### src/rtl/frame_slot_mgr.sv
// frame_slot_mgr: owns FRAMES_AMOUNT frame slots and hands their base addresses to one writer and one reader.
// Define FRAME_SLOT_MGR_STATS_EN to build the committed/new-read frame counters.
module frame_slot_mgr #(
    parameter int unsigned START_ADDR       = 0,
    parameter int unsigned FRAMES_AMOUNT    = 3,
    parameter int unsigned FRAME_SIZE_BYTES = 4147200,
    parameter int unsigned ADDR_WIDTH       = 32,
    parameter int unsigned MODE             = 0
) (
    input  logic                         clk_i,
    input  logic                         rst_i,
    input  logic                         wr_req_i,
    output logic                         wr_grant_o,
    output logic                         wr_skip_o,
    output logic [ADDR_WIDTH-1:0]        wr_addr_o,
    input  logic                         wr_done_i,
    input  logic                         wr_drop_i,
    input  logic                         rd_req_i,
    output logic                         rd_grant_o,
    output logic                         rd_repeat_o,
    output logic [ADDR_WIDTH-1:0]        rd_addr_o,
    input  logic                         rd_done_i,
    output logic [15:0]                  dropped_o,
    output logic [31:0]                  frames_wr_o,
    output logic [31:0]                  frames_rd_o,
    output logic [3*FRAMES_AMOUNT-1:0]   slot_state_o
);

    localparam int unsigned IDX_W = $clog2(FRAMES_AMOUNT);
    localparam int unsigned CNT_W = $clog2(FRAMES_AMOUNT + 1);
    localparam logic [63:0] END_ADDR = 64'(START_ADDR) + 64'(FRAMES_AMOUNT) * 64'(FRAME_SIZE_BYTES);

    if (FRAMES_AMOUNT < 3) begin : g_bad_frames
        $error("frame_slot_mgr: FRAMES_AMOUNT must be at least 3");
    end
    if (ADDR_WIDTH < 64 && END_ADDR > (64'd1 << ADDR_WIDTH)) begin : g_bad_range
        $error("frame_slot_mgr: slot range does not fit in ADDR_WIDTH");
    end

    typedef enum logic [2:0] {
        S_FREE    = 3'd0,
        S_WRITING = 3'd1,
        S_READY   = 3'd2,
        S_READING = 3'd3,
        S_LAST    = 3'd4
    } slot_state_t;

    typedef logic [IDX_W-1:0] idx_t;

    function automatic logic [ADDR_WIDTH-1:0] slot_addr(input idx_t idx);
        return ADDR_WIDTH'(START_ADDR) + ADDR_WIDTH'(idx) * ADDR_WIDTH'(FRAME_SIZE_BYTES);
    endfunction

    // Handshake: *_req_i/*_done_i/wr_drop_i are single-cycle strobes; a request is
    // latched as pending and answered by exactly one *_grant_o pulse (at least one
    // cycle later) whose address and flag outputs are valid in that same cycle.
    slot_state_t slot_q [FRAMES_AMOUNT];
    slot_state_t slot_n [FRAMES_AMOUNT];
    idx_t        rdq_q  [FRAMES_AMOUNT];
    idx_t        rdq_n  [FRAMES_AMOUNT];
    logic [CNT_W-1:0] rdq_cnt_q, rdq_cnt_n;

    logic                  wr_pend_q, wr_pend_n;
    logic                  rd_pend_q, rd_pend_n;
    logic                  wr_grant_n, wr_skip_n, rd_grant_n, rd_repeat_n;
    logic [ADDR_WIDTH-1:0] wr_addr_n, rd_addr_n;
    logic [15:0]           dropped_n;
    logic [16:0]           drop_sum;
    logic [7:0]            drop_inc;

    logic wr_busy, commit, wr_owned, rd_owned;
    logic rdy_found, last_found, free_found;
    idx_t wr_sel, rdy_sel, last_sel, free_sel;

    always_ff @(posedge clk_i) begin
        if (rst_i) begin
            slot_q      <= '{default: S_FREE};
            rdq_q       <= '{default: '0};
            rdq_cnt_q   <= '0;
            wr_pend_q   <= 1'b0;
            rd_pend_q   <= 1'b0;
            wr_grant_o  <= 1'b0;
            wr_skip_o   <= 1'b0;
            wr_addr_o   <= '0;
            rd_grant_o  <= 1'b0;
            rd_repeat_o <= 1'b0;
            rd_addr_o   <= '0;
            dropped_o   <= '0;
        end else begin
            slot_q      <= slot_n;
            rdq_q       <= rdq_n;
            rdq_cnt_q   <= rdq_cnt_n;
            wr_pend_q   <= wr_pend_n;
            rd_pend_q   <= rd_pend_n;
            wr_grant_o  <= wr_grant_n;
            wr_skip_o   <= wr_skip_n;
            wr_addr_o   <= wr_addr_n;
            rd_grant_o  <= rd_grant_n;
            rd_repeat_o <= rd_repeat_n;
            rd_addr_o   <= rd_addr_n;
            dropped_o   <= dropped_n;
        end
    end

    // One cycle is evaluated in order: commit/drop, rd_done, read grant, write grant.
    always_comb begin
        slot_n      = slot_q;
        rdq_n       = rdq_q;
        rdq_cnt_n   = rdq_cnt_q;
        wr_pend_n   = wr_pend_q;
        rd_pend_n   = rd_pend_q;
        wr_grant_n  = 1'b0;
        wr_skip_n   = 1'b0;
        wr_addr_n   = wr_addr_o;
        rd_grant_n  = 1'b0;
        rd_repeat_n = 1'b0;
        rd_addr_n   = rd_addr_o;
        drop_inc    = '0;
        wr_busy     = 1'b0;
        wr_sel      = '0;
        commit      = 1'b0;
        wr_owned    = 1'b0;
        rd_owned    = 1'b0;
        rdy_found   = 1'b0;
        rdy_sel     = '0;
        last_found  = 1'b0;
        last_sel    = '0;
        free_found  = 1'b0;
        free_sel    = '0;

        for (int i = 0; i < FRAMES_AMOUNT; i++) begin
            if (slot_q[i] == S_WRITING) begin
                wr_busy = 1'b1;
                wr_sel  = IDX_W'(i);
            end
        end

        if (wr_busy && wr_drop_i) begin
            slot_n[wr_sel] = S_FREE;
            drop_inc       = drop_inc + 8'd1;
        end else if (wr_busy && wr_done_i) begin
            commit = 1'b1;
            if (MODE == 0) begin
                // Newest frame supersedes any committed frame nobody has picked up.
                for (int i = 0; i < FRAMES_AMOUNT; i++) begin
                    if (slot_n[i] == S_READY) begin
                        slot_n[i] = S_FREE;
                        drop_inc  = drop_inc + 8'd1;
                    end
                end
            end else begin
                rdq_n[IDX_W'(rdq_cnt_n)] = wr_sel;
                rdq_cnt_n                = rdq_cnt_n + CNT_W'(1);
            end
            slot_n[wr_sel] = S_READY;
        end

        if (rd_done_i) begin
            for (int i = 0; i < FRAMES_AMOUNT; i++) begin
                if (slot_n[i] == S_READING) slot_n[i] = S_LAST;
            end
        end

        for (int i = 0; i < FRAMES_AMOUNT; i++) begin
            if (slot_n[i] == S_WRITING) wr_owned = 1'b1;
            if (slot_n[i] == S_READING) rd_owned = 1'b1;
        end
        if (wr_req_i && !wr_owned) wr_pend_n = 1'b1;
        if (rd_req_i && !rd_owned) rd_pend_n = 1'b1;

        if (MODE == 0) begin
            for (int i = 0; i < FRAMES_AMOUNT; i++) begin
                if (slot_n[i] == S_READY) begin
                    rdy_found = 1'b1;
                    rdy_sel   = IDX_W'(i);
                end
            end
        end else begin
            rdy_found = (rdq_cnt_n != '0);
            rdy_sel   = rdq_n[0];
        end
        for (int i = 0; i < FRAMES_AMOUNT; i++) begin
            if (slot_n[i] == S_LAST) begin
                last_found = 1'b1;
                last_sel   = IDX_W'(i);
            end
        end

        if (rd_pend_n) begin
            if (rdy_found) begin
                for (int i = 0; i < FRAMES_AMOUNT; i++) begin
                    if (slot_n[i] == S_LAST) slot_n[i] = S_FREE;
                end
                slot_n[rdy_sel] = S_READING;
                if (MODE != 0) begin
                    for (int i = 0; i < FRAMES_AMOUNT - 1; i++) rdq_n[i] = rdq_n[i+1];
                    rdq_cnt_n = rdq_cnt_n - CNT_W'(1);
                end
                rd_grant_n = 1'b1;
                rd_addr_n  = slot_addr(rdy_sel);
                rd_pend_n  = 1'b0;
            end else if (last_found) begin
                slot_n[last_sel] = S_READING;
                rd_grant_n       = 1'b1;
                rd_repeat_n      = 1'b1;
                rd_addr_n        = slot_addr(last_sel);
                rd_pend_n        = 1'b0;
            end
        end

        for (int i = 0; i < FRAMES_AMOUNT; i++) begin
            if (!free_found && slot_n[i] == S_FREE) begin
                free_found = 1'b1;
                free_sel   = IDX_W'(i);
            end
        end

        if (wr_pend_n) begin
            wr_grant_n = 1'b1;
            wr_pend_n  = 1'b0;
            if (free_found) begin
                slot_n[free_sel] = S_WRITING;
                wr_addr_n        = slot_addr(free_sel);
            end else begin
                // FIFO full: the writer throws this frame away, address stays put.
                wr_skip_n = 1'b1;
                drop_inc  = drop_inc + 8'd1;
            end
        end

        drop_sum  = 17'(dropped_o) + 17'(drop_inc);
        dropped_n = drop_sum[16] ? 16'hFFFF : drop_sum[15:0];
    end

    for (genvar g = 0; g < FRAMES_AMOUNT; g++) begin : g_dbg
        assign slot_state_o[3*g +: 3] = slot_q[g];
    end

`ifdef FRAME_SLOT_MGR_STATS_EN
    always_ff @(posedge clk_i) begin
        if (rst_i) begin
            frames_wr_o <= '0;
            frames_rd_o <= '0;
        end else begin
            if (commit && frames_wr_o != '1) frames_wr_o <= frames_wr_o + 32'd1;
            if (rd_grant_n && !rd_repeat_n && frames_rd_o != '1) frames_rd_o <= frames_rd_o + 32'd1;
        end
    end
`else
    assign frames_wr_o = '0;
    assign frames_rd_o = '0;
`endif

endmodule

### config.mk
export PLATFORM = sky130hd
export DESIGN_NAME = frame_slot_mgr
export DESIGN_NICKNAME = d
export VERILOG_FILES = /design/src/rtl/frame_slot_mgr.sv
export SDC_FILE = /design/constraint.sdc
export NUM_CORES = 1
export LEC_CHECK = 0
export ABC_AREA = 1
export BUFFER_PORTS_ARGS = -buffer_cell sky130_fd_sc_hd__buf_4
export CORE_ASPECT_RATIO = 0.5
export CORE_MARGIN = 2
export CORE_UTILIZATION = 50
export CTS_CLUSTER_SIZE = 12
export DETAILED_ROUTE_END_ITERATION = 7
export GPL_TIMING_DRIVEN = 0
export PLACE_DENSITY = 0.87
export SLEW_MARGIN = 20
export SYNTH_ARGS = -nofsm -noshare
export SYNTH_HDL_FRONTEND = slang
export SYNTH_SLANG_ARGS = --single-unit
### constraint.sdc
create_clock -name clk_i -period 6.8 [get_ports clk_i]
set_input_delay 1.02 -clock clk_i [delete_from_list [all_inputs] [get_ports clk_i]]
set_output_delay 1.02 -clock clk_i [all_outputs]
set_load 0.005 [all_outputs]
==> results of run 1 <==
-- logic make-up (layout without fill, tap and decap cells) --
| family | Yosys count | in the layout | share of synthesized area, % |
|---|---|---|---|
| adders and majority gates | 8 | 8 | 3.30 |
| AOI/OAI and AO/OA | 58 | 58 | 10.7 |
| other | 1 | 105 | 0.115 |
| buffers and inverters | 173 | 240 | 33.6 |
| DFF | 40 | 40 | 24.6 |
| xor gates and xnor gates | 11 | 11 | 2.96 |
| and+or+nand+nor | 148 | 148 | 24.8 |
-- state kept, by name, summed over array words and instances (netlist names) --
register,cells
slot_state_o,9
wr_grant_o,1
rd_addr_o,4
rd_grant_o,1
dropped_o,16
rd_repeat_o,1
wr_addr_o,6
rd_pend_q,1
wr_skip_o,1
-- layout make-up --
cell class / instances / area [um^2] / area share [%]
Buffer: 121 / 897 / 20.5
Multi-Input combinational cell: 330 / 1750 / 40.1
Tap cell: 88 / 110 / 2.52
Clock buffer: 5 / 125 / 2.86
Inverter: 52 / 198 / 4.52
Clock inverter: 3 / 46.3 / 1.06
Sequential cell: 40 / 801 / 18.3
Timing Repair Buffer: 59 / 443 / 10.1
-- critical path: stages --
cell and delay [ns]:
buf_4 0.13, inv_1 0.12, nand4_1 0.18, o211ai_1 0.20, nand3_1 0.19, inv_1 0.08
nand4_1 0.14, nand2_1 0.13, a21boi_1 0.09, nand3_1 0.17, nand2_2 0.11, nor2_4 0.17
xor2_1 0.17, ha_1 0.17, inv_1 0.06, fa_1 0.40, nor2_1 0.12, a221oi_1 0.11
nor3b_1 0.38, nand4_1 0.24, nor2_1 0.22, nand3_1 0.30, inv_1 0.30, o21ai_0 0.12
inv_1 0.08
-- power by group --
part	leakage, nW	switching, mW	total, mW	internal [mW]
combinational	2.03	0.356	0.650	0.294
sequential	0.325	0.0431	0.321	0.278
clock	0.0804	0.104	0.278	0.175
total	2.44	0.502	1.25	0.747
-- how the worst max path moves through the flow --
stage,to,slack [ns],depth (start not counted)
global route,dropped_o[10]$_SDFF_PP0_,1.15,25
finish,dropped_o[10]$_SDFF_PP0_,1.63,25
detailed placement,dropped_o[11]$_SDFF_PP0_,1.43,24
floorplan,dropped_o[11]$_SDFF_PP0_,2.24,23
global placement,dropped_o[11]$_SDFF_PP0_,1.49,24
CTS,dropped_o[11]$_SDFF_PP0_,1.69,25
-- through the flow --
step                utilization (%)  instances  instance area [um^2]
floorplan                         -        543                  3650
global placement               68.0        690                  4200
detailed placement             68.0        690                  4200
CTS                            70.8        698                  4370
global route                   70.8        698                  4370
finish                         70.8        698                  4370
-- layer usage --
metal  track usage (%)  up-vias  wire length, um
met2              32.9      138             3300
met3              5.19        9              658
met5                 0        -                0
met1              21.9     1278             2970
li1                  -     1539                -
met4              3.79        0               44
-- cell usage after synthesis (all sizes together) --
library cell,number,area (um^2)
a211oi,2,15.0
a21boi,1,7.51
a21oi,23,126
a221oi,1,8.76
a311oi,1,8.76
a31oi,2,12.5
and2,4,25.0
buf,118,886
clkbuf,3,11.3
conb,1,3.75
dfxtp,40,801
fa,1,20.0
ha,7,87.6
inv,52,198
nand2,56,253
nand3,30,223
nand4,11,81.3
nor2,33,144
nor3,10,55.1
nor3b,1,7.51
nor4,2,12.5
o2111ai,1,8.76
o211ai,2,15.0
o21a,1,7.51
o21ai,21,116
o21bai,1,7.51
o31ai,2,15.0
or2,1,6.26
xor2,11,96.3
==> impl_metrics.ini, run 1 <==
[setup_path]
r2r_slack_ns = 1.80
worst-setup-path-type = input port to flip-flop
cp-startpoint = wr_drop_i
rr_startpoint = slot_state_o[3]$_SDFF_PP0_
path_max_fanout = 9
reg2reg_to = dropped_o[10]$_SDFF_PP0_
end_kind = flip-flop
crit_required_ns = 7.03
ff2ff_path_depth = 25
arrival_ns = 5.40
worst_setup_path_start_kind = input port

[place]
io_buffers = 59
place_congestion = 0.859
place_ws_ns = 1.43
dpl.hpwl_mm = 5.65

[routing]
firstDrtPassIters = 5
drc = 0
drt_iter0_markers = 98
route.vias.total = 2964
ant_nets = 0
avgViaCountPerCell = 4.25
wire_per_inst_um = 9.99
wirelength_mm = 6.97

[clock_tree]
postCtsSetupBuffers = 0
cts_num_sinks = 40
clkTransAtPathRegs_ns = 0.06
clockBufferDepth = 2
h-tree-depth = 2
cts-resized-gates = 0
clk_latency_ns = 0.28
cts_made_buffers = 5
root_buffer = clkbuf_16
cts_tree = built
cts_hold_buf = 0

[floorplanning]
start_util_pct = 52.7
design.die.area_um2 = 7220
die_h_um = 61.1
rows = 20
die_w_um = 118
io_pins = 164
core_area_um2 = 6180

[timing]
fin_crit_ns = 5.17
fin_ws_ns = 1.63
fin_tns_setup_ns = 0
worst-slew-pin-transition_ns = 0.520
fin_crit_sh_pct = 76.1
rsz0062_at_grt = no
drv_slew = 0
final_hold_viol_count = 0
clock_skew_ns = 0.00330
slew_headroom_pct = 65.3
fmax_mhz = 193
fin_hold_ws_ns = 0.450
setup_viol = 0

[pwr]
fin_total_pwr_mw = 1.25
irDropWorstVdd_uv = 159
p_per_area_nw_per_um2 = 286
p_leak_nw = 2.44

[synth]
avgSynthCellArea_um2 = 7.42
ys_seq_area_share_pct = 24.6
synthCells = 439
ys_ff_latch = 40
synth.cell_area_um2 = 3260
yosysWarnings = 0
synth_cell_types = 42

[layout]
mostFrequentLayoutCell = buf_4
final_layout_size_suffix_gt1_share_pct = 37.7
fillerInstances = 495
area_growth_pct = 34.2
final_cell_mix = buf_4, conb_1, nand2_1
finalNetCount = 624
antenna_cells = 0

[min_path]
hp-class = flip-flop to flip-flop
min-delay-start = wr_addr_o[23]$_SDFFE_PP0P_
min_to = wr_addr_o[23]$_SDFFE_PP0P_
whs_path_depth = 2

[global_route]
antenna_found_initial = 0
grt_pass1_vias = 2408
grt_overflow = 0
gr-usage-all-layers_pct = 18.0
grt_max_degree = 15
grt_pass1_wl_mm = 10.5

[run]
maxCapViolations = 0

[run_status]
status = complete, no violations
(Power assumes the default switching activity.)
==> run 2, diff against run 1 <==
--- a/config.mk
+++ b/config.mk
@@ -5,15 +5,15 @@
 export SDC_FILE = /design/constraint.sdc
 export NUM_CORES = 1
 export LEC_CHECK = 0
-export ABC_AREA = 1
+export ABC_AREA = 0
 export BUFFER_PORTS_ARGS = -buffer_cell sky130_fd_sc_hd__buf_4
 export CORE_ASPECT_RATIO = 0.5
 export CORE_MARGIN = 2
-export CORE_UTILIZATION = 50
+export CORE_UTILIZATION = 43
 export CTS_CLUSTER_SIZE = 12
 export DETAILED_ROUTE_END_ITERATION = 7
 export GPL_TIMING_DRIVEN = 0
-export PLACE_DENSITY = 0.87
+export PLACE_DENSITY = 0.77
 export SLEW_MARGIN = 20
 export SYNTH_ARGS = -nofsm -noshare
 export SYNTH_HDL_FRONTEND = slang
==> constraint.sdc (replaced) <==
create_clock -name clk_i -period 4.3 [get_ports clk_i]
set_input_delay 0.645 -clock clk_i [delete_from_list [all_inputs] [get_ports clk_i]]
set_output_delay 0.645 -clock clk_i [all_outputs]
set_load 0.005 [all_outputs]
==> run 2 against run 1 <==
Global-route usage about the same. Sequential cell count stayed put. Sequential share of layout area is 2.5 points lower. Synthesized cell count is 0.23% lower. Non-clock buffer count rose by 39. Critical path type unchanged. Highest routed layer unchanged.
==> impl_metrics.ini, run 2 <==
[place]
dpl.hpwl_mm = 6.90
io_buffers = 58
place_ws_ns = -0.416
place_congestion = 0.884
placedCellCount = 712

[clock_tree]
clk_latency_ns = 0.28
cts_tree = built
root_buffer = clkbuf_16
cts_num_sinks = 40
clockBufferDepth = 2
cts_made_buffers = 5
clkTransAtPathRegs_ns = 0.06
h-tree-depth = 2
cts_hold_buf = 0

[synth]
avgSynthCellArea_um2 = 8.17
synth_top_cell_area_share_pct = 25.0
synth.cell_area_um2 = 3580
synth_cell_types = 72
synth_compound_area_share_pct = 24.7
synthMostInstantiatedCell = buf_4
ys_ff_latch = 40
synthCells = 438
synthAdderAreaFrac_pct = 3.01
synth-simple-area-share_pct = 16.6
yosysWarnings = 0
synthTopCellsByArea = buf_4, dfxtp_1, a21oi_1
synth_edf_count = 0
synth_xor_area_share_pct = 3.18
ys_seq_area_share_pct = 22.4
synthMuxAreaShare_pct = 1.29
synth_top_family_by_area = buffers and inverters
ys_async_sr_fraction_pct = 0
synth_ff_type = dfxtp_1
yosysTopAreaCell = buf_4
ys_top_cells_by_count = buf_4, dfxtp_1, nor2_1, a21oi_1, nand2_1

[layout]
final_core_util_pct = 63.9
multi_input_area_um2 = 2330
largest_reg_flops = 16
final_cells = 745
final_cell_mix = buf_4, conb_1, dfxtp_1
final_layout_size_suffix_gt1_share_pct = 44.1
finalNetCount = 647
area_growth_pct = 43.2
fillerInstances = 720
registers.top_by_ff_count = dropped_o
antenna_cells = 0
mostFrequentLayoutCell = buf_4
ff_latch_area_um2 = 808

[routing]
drt_iter0_markers = 150
avgViaCountPerCell = 4.51
route.vias.total = 3361
firstDrtPassIters = 4
wire_per_inst_um = 12.0
drc = 0
wirelength_mm = 8.94
ant_nets = 0

[timing]
rsz0062_at_grt = yes
drv_slew = 0
fin_ws_ns = 0.0277
setup_viol = 0
slew_headroom_pct = 53.2
final_hold_viol_count = 0
worst-slew-pin-transition_ns = 0.702
fin_crit_sh_pct = 99.4
fmax_mhz = 234
fin_crit_ns = 4.27
clock_skew_ns = 0.00418

[setup_path]
end_kind = flip-flop
worst_setup_path_start_kind = input port
path_max_fanout = 9
crit_slowest_cell = a211oi_1
worstPathCellList = buf_2, and2b_2, o221a_2, a211oi_1, nor2_1, o311ai_4, a211oi_4, xor2_1, ha_2, inv_2, fa_2, nor2b_1, o21ai_1, nand2b_1, nand3_2, or3_4, clkbuf_16, a21oi_2
slowest_delay_ns = 0.51
worst-setup-path-type = input port to flip-flop
crit_required_ns = 4.51
arrival_ns = 4.48

[global_route]
grt_overflow = 0
grt_pass1_wl_mm = 13.2
antenna_found_initial = 0
gr-usage-all-layers_pct = 18.0
grt_max_degree = 13
grt_pass1_vias = 2896

[pwr]
clkPwrFrac_pct = 22.6
seq_power_share_pct = 28.6
swShare_pct = 35.1
p_leak_nw = 2.56
irDropWorstVdd_uv = 184
p_per_area_nw_per_um2 = 323
p_comb_share_pct = 48.7
p_int_mw = 1.08
power.switching_mw = 0.581

[floorplanning]
rows = 23
die_h_um = 68.5
core_area_um2 = 8030
die_w_um = 133
start_util_pct = 44.6
design.die.area_um2 = 9110
io_pins = 164

[min_path]
hp-class = flip-flop to flip-flop

[run]
maxCapViolations = 0

[run_status]
status = complete, no violations
-- run 2: cells by family after synthesis --
kind of cell | after synthesis
buffers and inverters | 149
AND/OR/NAND/NOR | 113
AO/OA/AOI/OAI | 110
flip-flops | 40
XOR/XNOR | 13
adder cells (fa/ha/maj) | 8
multiplexers | 4
other | 1
-- run 2: repair_timing --
action | in CTS | in global routing
hold endpoints to repair | 0 | 0
setup endpoints to repair | 16 | 16
setup buffers | 4 | 21
pin swaps | 3 | 20
gates resized for setup | 8 | 39
cloned | 0 | 1
-- run 2: worst max-delay path: cells and delay by family --
family,cells,cell delay [ns]
xor+xnor,1,0.16
simple gates,6,1.29
buf+inv,3,0.39
compound gates,6,1.46
fa+ha+maj,2,0.54
-- run 2: worst paths after layout --
check / startpoint / end / slack, ns / cells after the start
setup / recovery: wr_drop_i / dropped_o[5]$_SDFF_PP0_ / 0.03 / 18
hold / removal: wr_addr_o[23]$_SDFFE_PP0P_ / wr_addr_o[23]$_SDFFE_PP0P_ / 0.47 / 2
setup reg to reg: slot_state_o[0]$_SDFF_PP0_ / dropped_o[5]$_SDFF_PP0_ / 0.03 / 18
hold reg to reg: wr_addr_o[23]$_SDFFE_PP0P_ / wr_addr_o[23]$_SDFFE_PP0P_ / 0.47 / 2
-- run 2: power groups by stage --
stage / registers [mW] / clock network [mW] / logic, mW
4_1_cts: 0.467 / 0.379 / 0.744
6_report: 0.475 / 0.375 / 0.808
5_1_grt: 0.484 / 0.401 / 0.880
3_5_place_dp: 0.474 / 0 / 0.724
2_1_floorplan: 0.468 / 0 / 0.510
3_3_place_gp: 0.471 / 0 / 0.719
-- run 2: final cells by class --
cell class | count | area share, %
Timing Repair Buffer | 84 | 12.7
Clock buffer | 7 | 2.78
Multi-Input combinational cell | 353 | 45.5
Tap cell | 112 | 2.73
Sequential cell | 40 | 15.8
Clock inverter | 1 | 0.146
Buffer | 135 | 19.4
Inverter | 13 | 0.952
-- run 2: through the flow --
stage          total power [mW]  setup TNS (ns)  cell area, um^2  hold slack [ns]
2_1_floorplan             0.978               0             4030            0.443
3_3_place_gp               1.19           -4.85             4610            0.451
3_5_place_dp               1.20           -5.38             4610            0.461
4_1_cts                    1.59               0             4830            0.469
5_1_grt                    1.76           -2.01             5130            0.482
6_report                   1.66               0             5130            0.466
-- run 2: layer usage --
metal,GRT usage [%],part of all wire (%),wire (um)
met1,23.9,44,3940
met2,29.8,45,4050
met3,4.68,9.5,849
met4,4.57,1.0,91
met5,0,0,0
==> run 3, diff against run 2 <==
--- a/config.mk
+++ b/config.mk
@@ -10,6 +10,7 @@
 export CORE_ASPECT_RATIO = 0.5
 export CORE_MARGIN = 2
 export CORE_UTILIZATION = 43
+export CTS_BUF_LIST = sky130_fd_sc_hd__clkbuf_16
 export CTS_CLUSTER_SIZE = 12
 export DETAILED_ROUTE_END_ITERATION = 7
 export GPL_TIMING_DRIVEN = 0
==> run 3 against run 2 <==
Worst setup slack better by 0.0037 ns. Worst hold slack better by 0.0013 ns. Core utilization decreased by 0.12 points.
==> impl_metrics.ini, run 3 (same netlist as run 2, synthesis figures left out) <==
[run_status]
status = complete, no violations

[global_route]
grt_pass1_vias = 2896
grt_most_used_layer = met2
grt_use_met2_pct = 30.2
gr-usage-all-layers_pct = 18.1
grt_pass1_wl_mm = 13.3
grt_max_degree = 13
grt_overflow = 0
antenna_found_initial = 0
use_met3_pct = 4.61
use_met1_pct = 23.9

[place]
dpl.hpwl_mm = 6.90
post_dp_cell_area_um2 = 4610
place_congestion = 0.884
io_buffers = 58

[layout]
mostFrequentLayoutCell = buf_4
largest_reg_flops = 16
final_layout_size_suffix_gt1_share_pct = 43.9
registers.top_by_ff_count = dropped_o
finalNetCount = 647
antenna_cells = 0
final_cell_mix = buf_4, conb_1, dfxtp_1
final_area_um2 = 5120
area_growth_pct = 43.0
final_core_util_pct = 63.7

[floorplanning]
start_util_pct = 44.6
rows = 23
core_area_um2 = 8030
design.die.area_um2 = 9110
io_pins = 164
die_h_um = 68.5
die_w_um = 133

[clock_tree]
cts_hold_buf = 0
root_buffer = clkbuf_16
cts_tree = built
clkTransAtPathRegs_ns = 0.06
clk_latency_ns = 0.28
clockBufferDepth = 2
cts_num_sinks = 40
h-tree-depth = 2
cts_made_buffers = 5

[min_path]
whs_path_depth = 2
hp-class = flip-flop to flip-flop
min-delay-start = wr_addr_o[23]$_SDFFE_PP0P_
min_to = wr_addr_o[23]$_SDFFE_PP0P_

[pwr]
p_comb_share_pct = 49.4
p_per_area_nw_per_um2 = 320
swShare_pct = 35.6
irDropWorstVdd_uv = 183
clkPwrFrac_pct = 21.7
fin_total_pwr_mw = 1.64
p_int_mw = 1.06
seq_power_share_pct = 29.0
power.switching_mw = 0.584
p_leak_nw = 2.56

[setup_path]
cp_top_family = compound AO/OA/AOI/OAI gates
worst-setup-path-type = input port to flip-flop
crit_required_ns = 4.51
worst_setup_path_start_kind = input port
reg2reg_to = dropped_o[5]$_SDFF_PP0_
crit_slowest_cell = a211oi_1
slowest_delay_ns = 0.51
arrival_ns = 4.48
worstPathCellList = buf_2, and2b_2, o221a_2, a211oi_1, nor2_1, o311ai_4, a211oi_4, xor2_1, ha_2, inv_2, fa_2, nor2b_1, o21ai_1, nand2b_1, nand3_2, or3_4, clkbuf_16, a21oi_2
cp.buffers_inverters = 3
end_kind = flip-flop
ff2ff_path_depth = 18
r2r_slack_ns = 0.04
rr_startpoint = slot_state_o[0]$_SDFF_PP0_
path_max_fanout = 9

[timing]
setup_viol = 0
rsz0062_at_grt = yes
fin_tns_setup_ns = 0
slew_headroom_pct = 55.2
fmax_mhz = 234
fin_crit_ns = 4.27
fin_crit_sh_pct = 99.3
final_hold_viol_count = 0
clock_skew_ns = 0.00260
worst-slew-pin-transition_ns = 0.672
drv_slew = 0

[routing]
wire_per_inst_um = 12.1
drc = 0
route.vias.total = 3372
firstDrtPassIters = 4
avgViaCountPerCell = 4.53
ant_nets = 0
wirelength_mm = 9.00
drt_iter0_markers = 155

[run]
maxCapViolations = 0
[run 3: changes by cell type in the layout (fill, tap and decap cells not counted)]
cell / before / now
inv_1: 12 / 13
clkbuf_8: 1 / 0
clkinv_1: 0 / 1
clkbuf_1: 8 / 7
[run 3: repair_timing]
item	in CTS	in global routing
buffers inserted	4	21
resized for setup	8	39
cloned	0	1
pin swaps	3	20
setup endpoints to repair	16	16
[run 3: worst max-delay path by stage]
| stage | start | depth (start not counted) | endpoint | slack [ns] |
|---|---|---|---|---|
| after floorplan | wr_drop_i | 18 | dropped_o[4]$_SDFF_PP0_ | 0.05 |
| after global routing | slot_state_o[0]$_SDFF_PP0_ | 18 | dropped_o[10]$_SDFF_PP0_ | -0.17 |
| after detailed placement | wr_drop_i | 18 | dropped_o[6]$_SDFF_PP0_ | -0.42 |
| after global placement | wr_drop_i | 18 | dropped_o[4]$_SDFF_PP0_ | -0.38 |
| final | wr_drop_i | 18 | dropped_o[5]$_SDFF_PP0_ | 0.03 |
| after CTS | slot_state_o[0]$_SDFF_PP0_ | 18 | dropped_o[11]$_SDFF_PP0_ | 0.002 |
[run 3: per-layer routing]
layer	share of wire, %	wire length, um
met3	10	902
met4	1.0	91
met5	0	0
met2	46	4100
met1	43	3910
[run 3: final cells by class]
type / instances / area, um^2
Clock inverter: 3 / 15.0
Sequential cell: 40 / 808
Fill cell: 725 / 2910
Clock buffer: 5 / 125
Inverter: 13 / 48.8
Buffer: 135 / 993
Tap cell: 112 / 140
Multi-Input combinational cell: 353 / 2330
Timing Repair Buffer: 84 / 652
[run 3: metrics by stage]
stage	std cells	worst slack [ns]	hold WS [ns]
2_1_floorplan	542	0.0476	0.443
3_3_place_gp	712	-0.381	0.451
3_5_place_dp	712	-0.416	0.461
4_1_cts	724	0.00171	0.469
5_1_grt	745	-0.172	0.482
6_report	745	0.0314	0.467
[run 3: power groups by stage]
stage	Clock [mW]	Sequential [mW]	Combinational (mW)
3_3_place_gp	0	0.471	0.719
5_1_grt	0.382	0.484	0.880
4_1_cts	0.359	0.467	0.745
3_5_place_dp	0	0.474	0.724
2_1_floorplan	0	0.468	0.510
6_report	0.355	0.475	0.810
[run 3: worst reg2reg max path, cell delays in order, from the launching register on]
cell	delay, ns
dfxtp_2	0.33
buf_6	0.12
or3b_4	0.42
a31o_4	0.28
a22o_4	0.26
o41ai_4	0.42
a2bb2oi_2	0.14
a211oi_4	0.30
xor2_1	0.19
ha_2	0.21
inv_2	0.04
fa_2	0.33
nor2b_1	0.13
o21ai_1	0.07
nand2b_1	0.11
nand3_2	0.11
or3_4	0.46
clkbuf_16	0.18
a21oi_2	0.11
